`src/rtl/herculesae_vx_aesimc_iter.sv`:
```
`default_nettype none
// +--------------------------------------------------------------------------+
// | Module   : herculesae_vx_aesimc_iter                                     |
// | Purpose  : Iterative AES InverseMixColumns. Takes one 128-bit state over  |
// |            a valid/ready handshake and runs one 32-bit column per cycle  |
// |            through a single shared GF(2^8) column engine. The 128-bit    |
// |            result is returned over a second valid/ready handshake.       |
// | Ports    : clk       - rising-edge clock                                 |
// |            reset     - asynchronous active-high reset                    |
// |            in_valid  - d_in carries a state to process                   |
// |            in_ready  - block accepts d_in this cycle                     |
// |            d_in      - state; column c at [32c+31:32c], row r byte at    |
// |                        [32c+8r+7:32c+8r]                                 |
// |            out_valid - d_out holds a completed result                    |
// |            out_ready - consumer accepts d_out                            |
// |            d_out     - InverseMixColumns(d_in), same byte packing        |
// | Config   : HERCULESAE_AESIMC_ZEROIZE_EN - clears the data registers once |
// |            they are no longer needed and masks d_out while not valid     |
// | Revision : 1.0 - initial release                                         |
// +--------------------------------------------------------------------------+
module herculesae_vx_aesimc_iter (
  input  logic         clk,
  input  logic         reset,
  input  logic         in_valid,
  output logic         in_ready,
  input  logic [127:0] d_in,
  output logic         out_valid,
  input  logic         out_ready,
  output logic [127:0] d_out
);

  typedef enum logic [1:0] {
    ST_IDLE = 2'd0,
    ST_BUSY = 2'd1,
    ST_DONE = 2'd2
  } state_t;

  state_t         state_q;
  logic [1:0]     col_q;
  logic [127:0]   src_q;
  logic [127:0]   res_q;
  logic           out_valid_q;

  logic [31:0]    col_src;
  logic [31:0]    col_res;

  // Multiply by x modulo x^8+x^4+x^3+x+1.
  function automatic logic [7:0] xtime(input logic [7:0] x);
    xtime = {x[6:0], 1'b0} ^ (x[7] ? 8'h1b : 8'h00);
  endfunction

  // One InverseMixColumns column; the 09/0b/0d/0e multiples share the
  // x2/x4/x8 chain of each input byte.
  function automatic logic [31:0] inv_mix_col(input logic [31:0] a);
    logic [7:0] b   [4];
    logic [7:0] m9  [4];
    logic [7:0] mb  [4];
    logic [7:0] md  [4];
    logic [7:0] me  [4];
    logic [7:0] x2, x4, x8;
    for (int r = 0; r < 4; r++) begin
      b[r]  = a[8*r +: 8];
      x2    = xtime(b[r]);
      x4    = xtime(x2);
      x8    = xtime(x4);
      m9[r] = x8 ^ b[r];
      mb[r] = x8 ^ x2 ^ b[r];
      md[r] = x8 ^ x4 ^ b[r];
      me[r] = x8 ^ x4 ^ x2;
    end
    inv_mix_col[7:0]   = me[0] ^ mb[1] ^ md[2] ^ m9[3];
    inv_mix_col[15:8]  = m9[0] ^ me[1] ^ mb[2] ^ md[3];
    inv_mix_col[23:16] = md[0] ^ m9[1] ^ me[2] ^ mb[3];
    inv_mix_col[31:24] = mb[0] ^ md[1] ^ m9[2] ^ me[3];
  endfunction

  assign col_src = src_q[{col_q, 5'b0} +: 32];
  assign col_res = inv_mix_col(col_src);

  // A new block can enter from IDLE, or from DONE in the same cycle the
  // current result is taken.
  assign in_ready  = (state_q == ST_IDLE) || ((state_q == ST_DONE) && out_ready);
  assign out_valid = out_valid_q;

`ifdef HERCULESAE_AESIMC_ZEROIZE_EN
  assign d_out = out_valid_q ? res_q : 128'h0;
`else
  assign d_out = res_q;
`endif

  always_ff @(posedge clk or posedge reset) begin
    if (reset) begin
      state_q     <= ST_IDLE;
      col_q       <= 2'd0;
      src_q       <= 128'h0;
      res_q       <= 128'h0;
      out_valid_q <= 1'b0;
    end else begin
      case (state_q)
        ST_IDLE: begin
          if (in_valid) begin
            src_q   <= d_in;
            col_q   <= 2'd0;
            state_q <= ST_BUSY;
          end
        end
        ST_BUSY: begin
          res_q[{col_q, 5'b0} +: 32] <= col_res;
          col_q <= col_q + 2'd1;
          if (col_q == 2'd3) begin
            state_q     <= ST_DONE;
            out_valid_q <= 1'b1;
`ifdef HERCULESAE_AESIMC_ZEROIZE_EN
            src_q       <= 128'h0;
`endif
          end
        end
        ST_DONE: begin
          if (out_ready) begin
            out_valid_q <= 1'b0;
            if (in_valid) begin
              src_q   <= d_in;
              col_q   <= 2'd0;
              state_q <= ST_BUSY;
            end else begin
              state_q <= ST_IDLE;
`ifdef HERCULESAE_AESIMC_ZEROIZE_EN
              src_q   <= 128'h0;
              res_q   <= 128'h0;
`endif
            end
          end
        end
        default: begin
          state_q     <= ST_IDLE;
          col_q       <= 2'd0;
          out_valid_q <= 1'b0;
        end
      endcase
    end
  end

endmodule
`default_nettype wire

```
`config.mk`:
```
export PLATFORM = sky130hd
export DESIGN_NAME = herculesae_vx_aesimc_iter
export DESIGN_NICKNAME = d
export VERILOG_FILES = /design/src/rtl/herculesae_vx_aesimc_iter.sv
export SDC_FILE = /design/constraint.sdc
export NUM_CORES = 1
export LEC_CHECK = 0
export BUFFER_PORTS_ARGS = -buffer_cell sky130_fd_sc_hd__buf_2
export CORE_UTILIZATION = 40
export CTS_CLUSTER_SIZE = 24
export DETAILED_ROUTE_END_ITERATION = 7
export GPL_ROUTABILITY_DRIVEN = 0
export PLACE_DENSITY_LB_ADDON = 0.2
export SETUP_SLACK_MARGIN = 0.3
export SLEW_MARGIN = 20
export SYNTH_ARGS = -nofsm -noshare
export SYNTH_HDL_FRONTEND = slang
export SYNTH_SLANG_ARGS = --single-unit
```
`constraint.sdc`:
```
create_clock -name clk -period 8.1 [get_ports clk]
set_clock_uncertainty 0.1 [all_clocks]
set_input_delay 0.81 -clock clk [delete_from_list [all_inputs] [get_ports clk]]
set_output_delay 0.81 -clock clk [all_outputs]
set_load 0.005 [all_outputs]
```
==> flow_metrics.env, run 1 <==
export IMPL_postRouteAntennaNets=0
export IMPL_cap_violations=0
export IMPL_cts_setup_buffers=0
export IMPL_grt_pass1_vias=8569
export IMPL_critPathLaunchType="flip-flop"
export IMPL_die_area_um2=32400
export IMPL_grt_max_degree=135
export IMPL_cp_max_fo=37
export IMPL_layout_cells_most_common_list="buf_2 (261), dfrtp_1 (259), nand2_1 (132)"
export IMPL_netlist_instances=961
export IMPL_synth_seq_cells=261
export IMPL_layout_min_cycle_time_ns=3.88
export IMPL_num_io_pins=262
export IMPL_route_detailed_drc=0
export IMPL_path_clk_slew_ns=0.06
export IMPL_path_class="reg -> reg"
export IMPL_hold_buffers=0
export IMPL_fin_nets=1344
export IMPL_port_buffers=261
export IMPL_grt_usage=0.210
export IMPL_setup_tns_ns=0
export IMPL_wl_per_cell_um=20.8
export IMPL_synth_area_um2=12700
export IMPL_cts_sinks=261
export IMPL_setup_viol=0
export IMPL_grt_antenna_before_repair=9
export IMPL_status="finished clean"
export IMPL_yosysUniqueCellTypes=34
export IMPL_drt_first_pass_iters=4
export IMPL_fmax_mhz=257
export IMPL_drt_total_wl_mm=33.8
export IMPL_arrival_ns=4.18
export IMPL_finalCritPeriodShare=0.480
export IMPL_hold_viol_final=0
export IMPL_via_per_inst=5.08
export IMPL_yosysWarnings=0
export IMPL_cts_tree="built"
export IMPL_cts_resized=0
export IMPL_end_kind="flip-flop"
export IMPL_core_um2=30900
export IMPL_die_height_um=180
export IMPL_drive_gt1_frac=0.413
export IMPL_route_vias_total=8240
export IMPL_die_w_um=180
export IMPL_worstMarginPinSlew_ns=1.09
export IMPL_syn_num_nets=1099
export IMPL_cts_root_buf="clkbuf_16"
export IMPL_drtIter0Drc=469
export IMPL_area_growth_pct=20.2
export IMPL_cts_max_level=1
export IMPL_rsz0062_at_grt="false"
export IMPL_cts_buffers=29
export IMPL_dpl_hpwl_mm=24.5
export IMPL_ys_seq_area_frac=0.515
export IMPL_hold_class="in -> async"
export IMPL_critPathRequiredTime_ns=8.39
export IMPL_slew_headroom=0.275
export IMPL_drv_slew=0
export IMPL_clk_latency_ns=0.56
export IMPL_globalRouteOverflowTotal=0
export IMPL_clockBufferDepth=3
export IMPL_grt_first_pass_wirelength_mm=52.2
export IMPL_syn_area_per_cell_um2=13.2
export IMPL_layout_commonest_cell="buf_2"
export IMPL_rows=64
export IMPL_initial_core_util=0.410
==> state kept, by name (all words and copies together), names as in the netlist <==
register	cells
state_q	2
src_q	128
d_out	128
out_valid	1
col_q	2
==> path summary, 6_finish.rpt <==
check / from / endpoint / slack (ns) / cells after the start
max: col_q[1]$_DFFE_PP0P_ / d_out[85]$_DFFE_PP0P_ / 4.22 / 7
min in group clk: d_out[55]$_DFFE_PP0P_ / d_out[55]$_DFFE_PP0P_ / 0.37 / 2
max in group asynchronous: reset / src_q[11]$_DFFE_PP0P_ / 6.01 / 4
min reg2reg: d_out[55]$_DFFE_PP0P_ / d_out[55]$_DFFE_PP0P_ / 0.37 / 2
min: reset / d_out[57]$_DFFE_PP0P_ / 0.04 / 2
max reg2reg: col_q[1]$_DFFE_PP0P_ / d_out[85]$_DFFE_PP0P_ / 4.22 / 7
==> worst max-delay path: stages, from the launching register on <==
cell	delay, ns
dfrtp_2	0.34
buf_4	0.51
mux4_2	0.71
xor2_1	0.42
xnor3_1	0.64
xnor2_1	0.19
xnor2_1	0.56
o21ai_0	0.19
==> synth_stat cells <==
master | number | share of area
ha_1 | 6 | 0.0059
xor2_2 | 3 | 0.0038
nor3_1 | 1 | 0.00039
xor2_1 | 41 | 0.028
nand2_1 | 132 | 0.039
xnor3_2 | 5 | 0.0094
o21ai_0 | 91 | 0.036
buf_4 | 5 | 0.0030
or4_1 | 1 | 0.00059
mux2_2 | 128 | 0.11
xor3_1 | 3 | 0.0056
buf_6 | 8 | 0.0071
nor2b_1 | 2 | 0.00099
xnor2_2 | 10 | 0.013
and2_1 | 1 | 0.00049
dfrtp_1 | 261 | 0.51
o22ai_1 | 1 | 0.00049
o21ai_1 | 32 | 0.013
xnor2_1 | 95 | 0.066
buf_1 | 1 | 0.00030
nor4_1 | 1 | 0.00049
nor2_1 | 4 | 0.0012
mux4_2 | 32 | 0.057
clkbuf_1 | 40 | 0.012
buf_2 | 5 | 0.0020
xnor3_1 | 28 | 0.050
a22o_1 | 8 | 0.0055
xnor2_4 | 3 | 0.0065
nand4_1 | 1 | 0.00049
a21o_1 | 1 | 0.00059
a21oi_1 | 1 | 0.00039
nand2b_1 | 2 | 0.00099
inv_1 | 6 | 0.0018
or3_1 | 2 | 0.00099
==> routing by layer <==
metal,wire (µm),global-route usage,vias to the layer above
li1,-,-,3781
met1,15400,0.296,4107
met5,81,0,-
met4,695,0.0516,12
met3,2450,0.0554,56
met2,15200,0.321,284
==> layout make-up <==
cell class / count / area, µm²
Fill cell: 2815 / 15700
Sequential cell: 261 / 6530
Multi-Input combinational cell: 635 / 5830
Timing Repair Buffer: 273 / 1410
Clock buffer: 39 / 833
Tap cell: 396 / 495
Clock inverter: 10 / 110
Inverter: 6 / 26.3
Antenna cell: 3 / 7.51
==> kinds of logic after synthesis <==
family | count (synthesis) | share of synthesized area
flip-flops | 261 | 0.515
XOR/XNOR | 188 | 0.182
multiplexers | 160 | 0.170
AND/OR/NAND/NOR | 147 | 0.0457
AO/OA/AOI/OAI | 134 | 0.0555
buffers and inverters | 65 | 0.0259
adder cells (fa/ha/maj) | 6 | 0.00592
==> stage by stage <==
step	setup slack [ns]	instance area (µm²)	util	hold slack [ns]	std cells
after global routing	4.02	15200	0.493	0.0284	1621
after CTS	4.19	15200	0.493	0.0250	1620
after detailed placement	4.19	14300	0.462	0.365	1571
after global placement	4.23	14300	0.462	0.357	1571
after floorplan	3.75	12700	-	0.373	961
final	4.22	15200	0.493	0.0448	1623
Power of run 1 is not shown: default switching activity piles up to over one toggle a cycle in this logic, so the estimate is an artifact.
==> inputs of run 2 (changes only) <==
Clock period 8.1 ns to 3.17 ns, I/O delays scaled along.
==> run 2 against run 1 <==
- first-iteration DRC count increased by 12%
- cell count increased by 18%
- setup slack got worse by 4.2 ns
- via count increased by 16%
- critical path depth increased by 3
- core utilization increased by 13 points
- sequential cell count unchanged
- sequential share of layout area decreased by 9.1 points
- non-clock buffer count increased by 292
- global-route usage increased by 2.5 points
- hold slack improved by 0.026 ns
- die area unchanged
==> flow_metrics.env, run 2 (synthesized netlist as in run 1, its figures left out) <==
export IMPL_status="finished clean"
export IMPL_cts_tree="built"
export IMPL_critPathLaunchType="flip-flop"
export IMPL_cpPeakStageDelay_ns=0.60
export IMPL_nFillCells=2386
export IMPL_critPathRequiredTime_ns=3.46
export IMPL_dpl_hpwl_mm=26.1
export IMPL_drv_slew=0
export IMPL_cp_cell_sequence="buf_4 > buf_4 > mux4_2 > buf_4 > xnor2_4 > xnor3_1 > xnor3_1 > xnor2_2 > buf_6 > o21ai_1"
export IMPL_layout_min_cycle_time_ns=3.16
export IMPL_drtIter0Drc=524
export IMPL_layout_commonest_cell="buf_2"
export IMPL_cts_sinks=261
export IMPL_fin_nets=1636
export IMPL_rows=64
export IMPL_slew_headroom=0.270
export IMPL_cts_root_buf="clkbuf_16"
export IMPL_reg2reg_depth=10
export IMPL_port_buffers=261
export IMPL_path_common_cell="buf_4"
export IMPL_route_vias_total=9597
export IMPL_num_io_pins=262
export IMPL_die_height_um=180
export IMPL_clockBufferDepth=3
export IMPL_route_detailed_drc=0
export IMPL_wl_per_cell_um=20.5
export IMPL_cp_slowest_cell="mux4_2"
export IMPL_fmax_mhz=317
export IMPL_cts_max_level=1
export IMPL_rsz0062_at_grt="true"
export IMPL_globalRouteOverflowTotal=0
export IMPL_initial_core_util=0.410
export IMPL_finalCritPeriodShare=0.996
export IMPL_cts_buffers=29
export IMPL_worstMarginPinSlew_ns=1.10
export IMPL_grt_max_degree=93
export IMPL_cp_max_fo=5
export IMPL_core_um2=30900
export IMPL_arrival_ns=3.44
export IMPL_path_clk_slew_ns=0.06
export IMPL_setup_viol=0
export IMPL_drive_gt1_frac=0.518
export IMPL_path_class="reg -> reg"
export IMPL_dp_cells=1643
export IMPL_hold_viol_final=0
export IMPL_via_per_inst=5.01
export IMPL_grt_antenna_before_repair=1
export IMPL_die_area_um2=32400
export IMPL_end_kind="flip-flop"
export IMPL_drt_first_pass_iters=5
export IMPL_grt_usage=0.235
export IMPL_area_growth_pct=52.7
export IMPL_clk_latency_ns=0.55
export IMPL_drt_total_wl_mm=39.3
export IMPL_die_w_um=180
export IMPL_layout_cells_most_common_list="buf_2 (261), dfrtp_1 (259), nand2_1 (132)"
export IMPL_holdPathStages=4
export IMPL_grt_first_pass_wirelength_mm=58.8
export IMPL_grt_pass1_vias=9868
export IMPL_postRouteAntennaNets=0
export IMPL_cap_violations=0
export IMPL_fin_cells=1917
export IMPL_hold_class="in -> reg"
run 2: worst paths after layout:
check	from	end	slack, ns
min reg2reg	d_out[102]$_DFFE_PP0P_	d_out[102]$_DFFE_PP0P_	0.37
max reg2reg	col_q[1]$_DFFE_PP0P_	d_out[123]$_DFFE_PP0P_	0.01
min in group asynchronous	reset	d_out[56]$_DFFE_PP0P_	0.36
min	in_valid	col_q[0]$_DFFE_PP0P_	0.07
max	col_q[1]$_DFFE_PP0P_	d_out[123]$_DFFE_PP0P_	0.01
max in group asynchronous	reset	src_q[82]$_DFFE_PP0P_	1.68
run 2: what timing repair did:
action,CTS,global route
resized for setup,121,120
buffers inserted,59,31
hold buffers,130,0
endpoints found under the hold margin,150,0
setup endpoints to repair,120,128
pin swaps,58,66
run 2: routing by layer:
metal / track usage / routed length (µm) / up-vias
li1: - / - / 4372
met3: 0.0390 / 1860 / 68
met4: 0.0636 / 1090 / 0
met1: 0.323 / 17000 / 4856
met2: 0.388 / 19300 / 301
met5: 0 / 0 / -
run 2: per-stage QoR:
step	util	hold WS [ns]	area, µm²	TNS [ns]	setup slack, ns
6_report	0.627	0.0713	19400	0	0.0139
3_5_place_dp	0.486	0.365	15000	-1.90	-0.142
3_3_place_gp	0.486	0.357	15000	-1.02	-0.0910
4_1_cts	0.600	0.0626	18600	0	0.0746
5_1_grt	0.627	0.0947	19400	-0.116	-0.0386
2_1_floorplan	-	0.369	12800	-179.71	-0.689
run 2: worst max-delay path: cells and delay by family (launching register included):
family	cells	cell delay (ns)
DFF	1	0.40
AOI/OAI and AO/OA	1	0.06
xor gates and xnor gates	4	1.15
buffers and inverters	4	0.69
muxes	1	0.60
run 2: layout make-up:
class | instances | area, µm² | area share
clock buffers | 45 | 896 | 0.0462
flip-flops and latches | 261 | 6530 | 0.337
multi-input cells | 635 | 6990 | 0.361
repair buffers | 565 | 4310 | 0.222
diodes | 1 | 2.50 | 0.000129
well taps | 396 | 495 | 0.0256
inverters | 6 | 26.3 | 0.00136
clock inverters | 8 | 125 | 0.00646
Power of run 2 is left out for the same reason.
==> inputs of run 3 (changes only) <==
Settings changed: CTS_CLUSTER_DIAMETER from default to 50, HOLD_SLACK_MARGIN from default to 0.08.
==> run 3 against run 2 <==
- critical path depth unchanged
- non-clock buffer count increased by 3
- register-to-register slack improved by 0.03 ns
- die area unchanged
- critical path type unchanged
==> flow_metrics.env, run 3 (synthesized netlist as in run 1, its figures left out) <==
export IMPL_drv_slew=0
export IMPL_rsz0062_at_grt="true"
export IMPL_critPathLaunchType="flip-flop"
export IMPL_hold_viol_final=0
export IMPL_die_w_um=180
export IMPL_grt_pass1_vias=9834
export IMPL_cts_max_level=1
export IMPL_path_clk_slew_ns=0.07
export IMPL_layout_min_cycle_time_ns=3.12
export IMPL_end_kind="flip-flop"
export IMPL_cts_sinks=261
export IMPL_slew_headroom=0.267
export IMPL_initial_core_util=0.410
export IMPL_regToRegStartpoint="col_q[0]$_DFFE_PP0P_"
export IMPL_grt_antenna_before_repair=0
export IMPL_final_setup_worst_slack_ns=0.0457
export IMPL_worstMarginPinSlew_ns=1.10
export IMPL_globalRouteOverflowTotal=0
export IMPL_rows=64
export IMPL_drt_first_pass_iters=5
export IMPL_critPathRequiredTime_ns=3.47
export IMPL_layout_commonest_cell="buf_2"
export IMPL_cp_startpoint="col_q[0]$_DFFE_PP0P_"
export IMPL_setup_viol=0
export IMPL_drt_total_wl_mm=39.6
export IMPL_route_detailed_drc=0
export IMPL_cts_buffers=29
export IMPL_cts_tree="built"
export IMPL_route_vias_total=9749
export IMPL_layout_cells_most_common_list="buf_2 (261), dfrtp_1 (259), nand2_1 (132)"
export IMPL_via_per_inst=5.08
export IMPL_num_io_pins=262
export IMPL_fin_nets=1639
export IMPL_dpl_hpwl_mm=26.1
export IMPL_die_height_um=180
export IMPL_finalCritPeriodShare=0.986
export IMPL_path_class="reg -> reg"
export IMPL_area_growth_pct=53.9
export IMPL_arrival_ns=3.42
export IMPL_grt_first_pass_wirelength_mm=58.6
export IMPL_clockBufferDepth=3
export IMPL_postRouteAntennaNets=0
export IMPL_die_area_um2=32400
export IMPL_drive_gt1_frac=0.532
export IMPL_status="finished clean"
export IMPL_drtIter0Drc=474
export IMPL_wl_per_cell_um=20.6
export IMPL_hold_class="in -> async"
export IMPL_core_um2=30900
export IMPL_grt_usage=0.234
export IMPL_cts_root_buf="clkbuf_16"
export IMPL_place_ws_ns=-0.142
export IMPL_port_buffers=261
export IMPL_fmax_mhz=320
export IMPL_cp_max_fo=7
export IMPL_cap_violations=0
export IMPL_diodes=0
export IMPL_grt_max_degree=93
export IMPL_clk_latency_ns=0.55
## run 3: cell count changes in the layout (fill, tap and decap cells not counted), sizes merged
cell,delta
clkinvlp,+1
diode,-1
clkbuf,-13
inv,+10
dlygate4sd3,+1
bufinv,-2
clkinv,+3
buf,+2
## run 3: final cells by class
cell class	count	area, µm²
Fill cell	2344	11400
Clock buffer	32	767
Inverter	6	26.3
Sequential cell	261	6530
Tap cell	396	495
Clock inverter	20	228
Multi-Input combinational cell	635	7020
Timing Repair Buffer	568	4450
## run 3: path summary, 6_finish.rpt
path                       slack [ns]  cells after the start                     end
max in group asynchronous        1.68                      4   src_q[23]$_DFFE_PP0P_
min in group clk                 0.37                      2  d_out[102]$_DFFE_PP0P_
min                              0.34                      3   d_out[63]$_DFFE_PP0P_
max reg2reg                      0.05                     10  d_out[123]$_DFFE_PP0P_
max                              0.05                     10  d_out[123]$_DFFE_PP0P_
min reg2reg                      0.37                      2  d_out[102]$_DFFE_PP0P_
## run 3: metrics by stage
step | setup TNS, ns | area (µm²) | hold slack [ns] | util | cells
2_1_floorplan | -179.71 | 12800 | 0.369 | - | 961
3_3_place_gp | -1.02 | 15000 | 0.357 | 0.486 | 1643
3_5_place_dp | -1.90 | 15000 | 0.365 | 0.486 | 1643
4_1_cts | 0 | 18500 | 0.353 | 0.598 | 1877
5_1_grt | -0.00451 | 19500 | 0.378 | 0.632 | 1918
6_report | 0 | 19500 | 0.338 | 0.632 | 1918
## run 3: per-layer routing
| metal | wire length (µm) | GRT usage |
|---|---|---|
| met1 | 17000 | 0.323 |
| met4 | 1350 | 0.0632 |
| met5 | 0 | 0 |
| met2 | 19400 | 0.385 |
| met3 | 1890 | 0.0362 |
## run 3: what timing repair did
item	in CTS	in global routing
setup buffers	51	41
hold endpoints to repair	152	0
setup endpoints to repair	119	124
pin swaps	47	82
gates resized for setup	119	163
hold buffers	131	0
## run 3: critical path, cell delays in order, from the launching register on
cell and delay, ns:
dfrtp_2 0.44, buf_6 0.14, buf_12 0.14, buf_8 0.12, buf_12 0.12, mux4_2 0.45, xnor3_1 0.48, xnor3_2 0.50
xnor2_4 0.26, buf_6 0.17, o21ai_1 0.06
Power of run 3 is left out for the same reason.
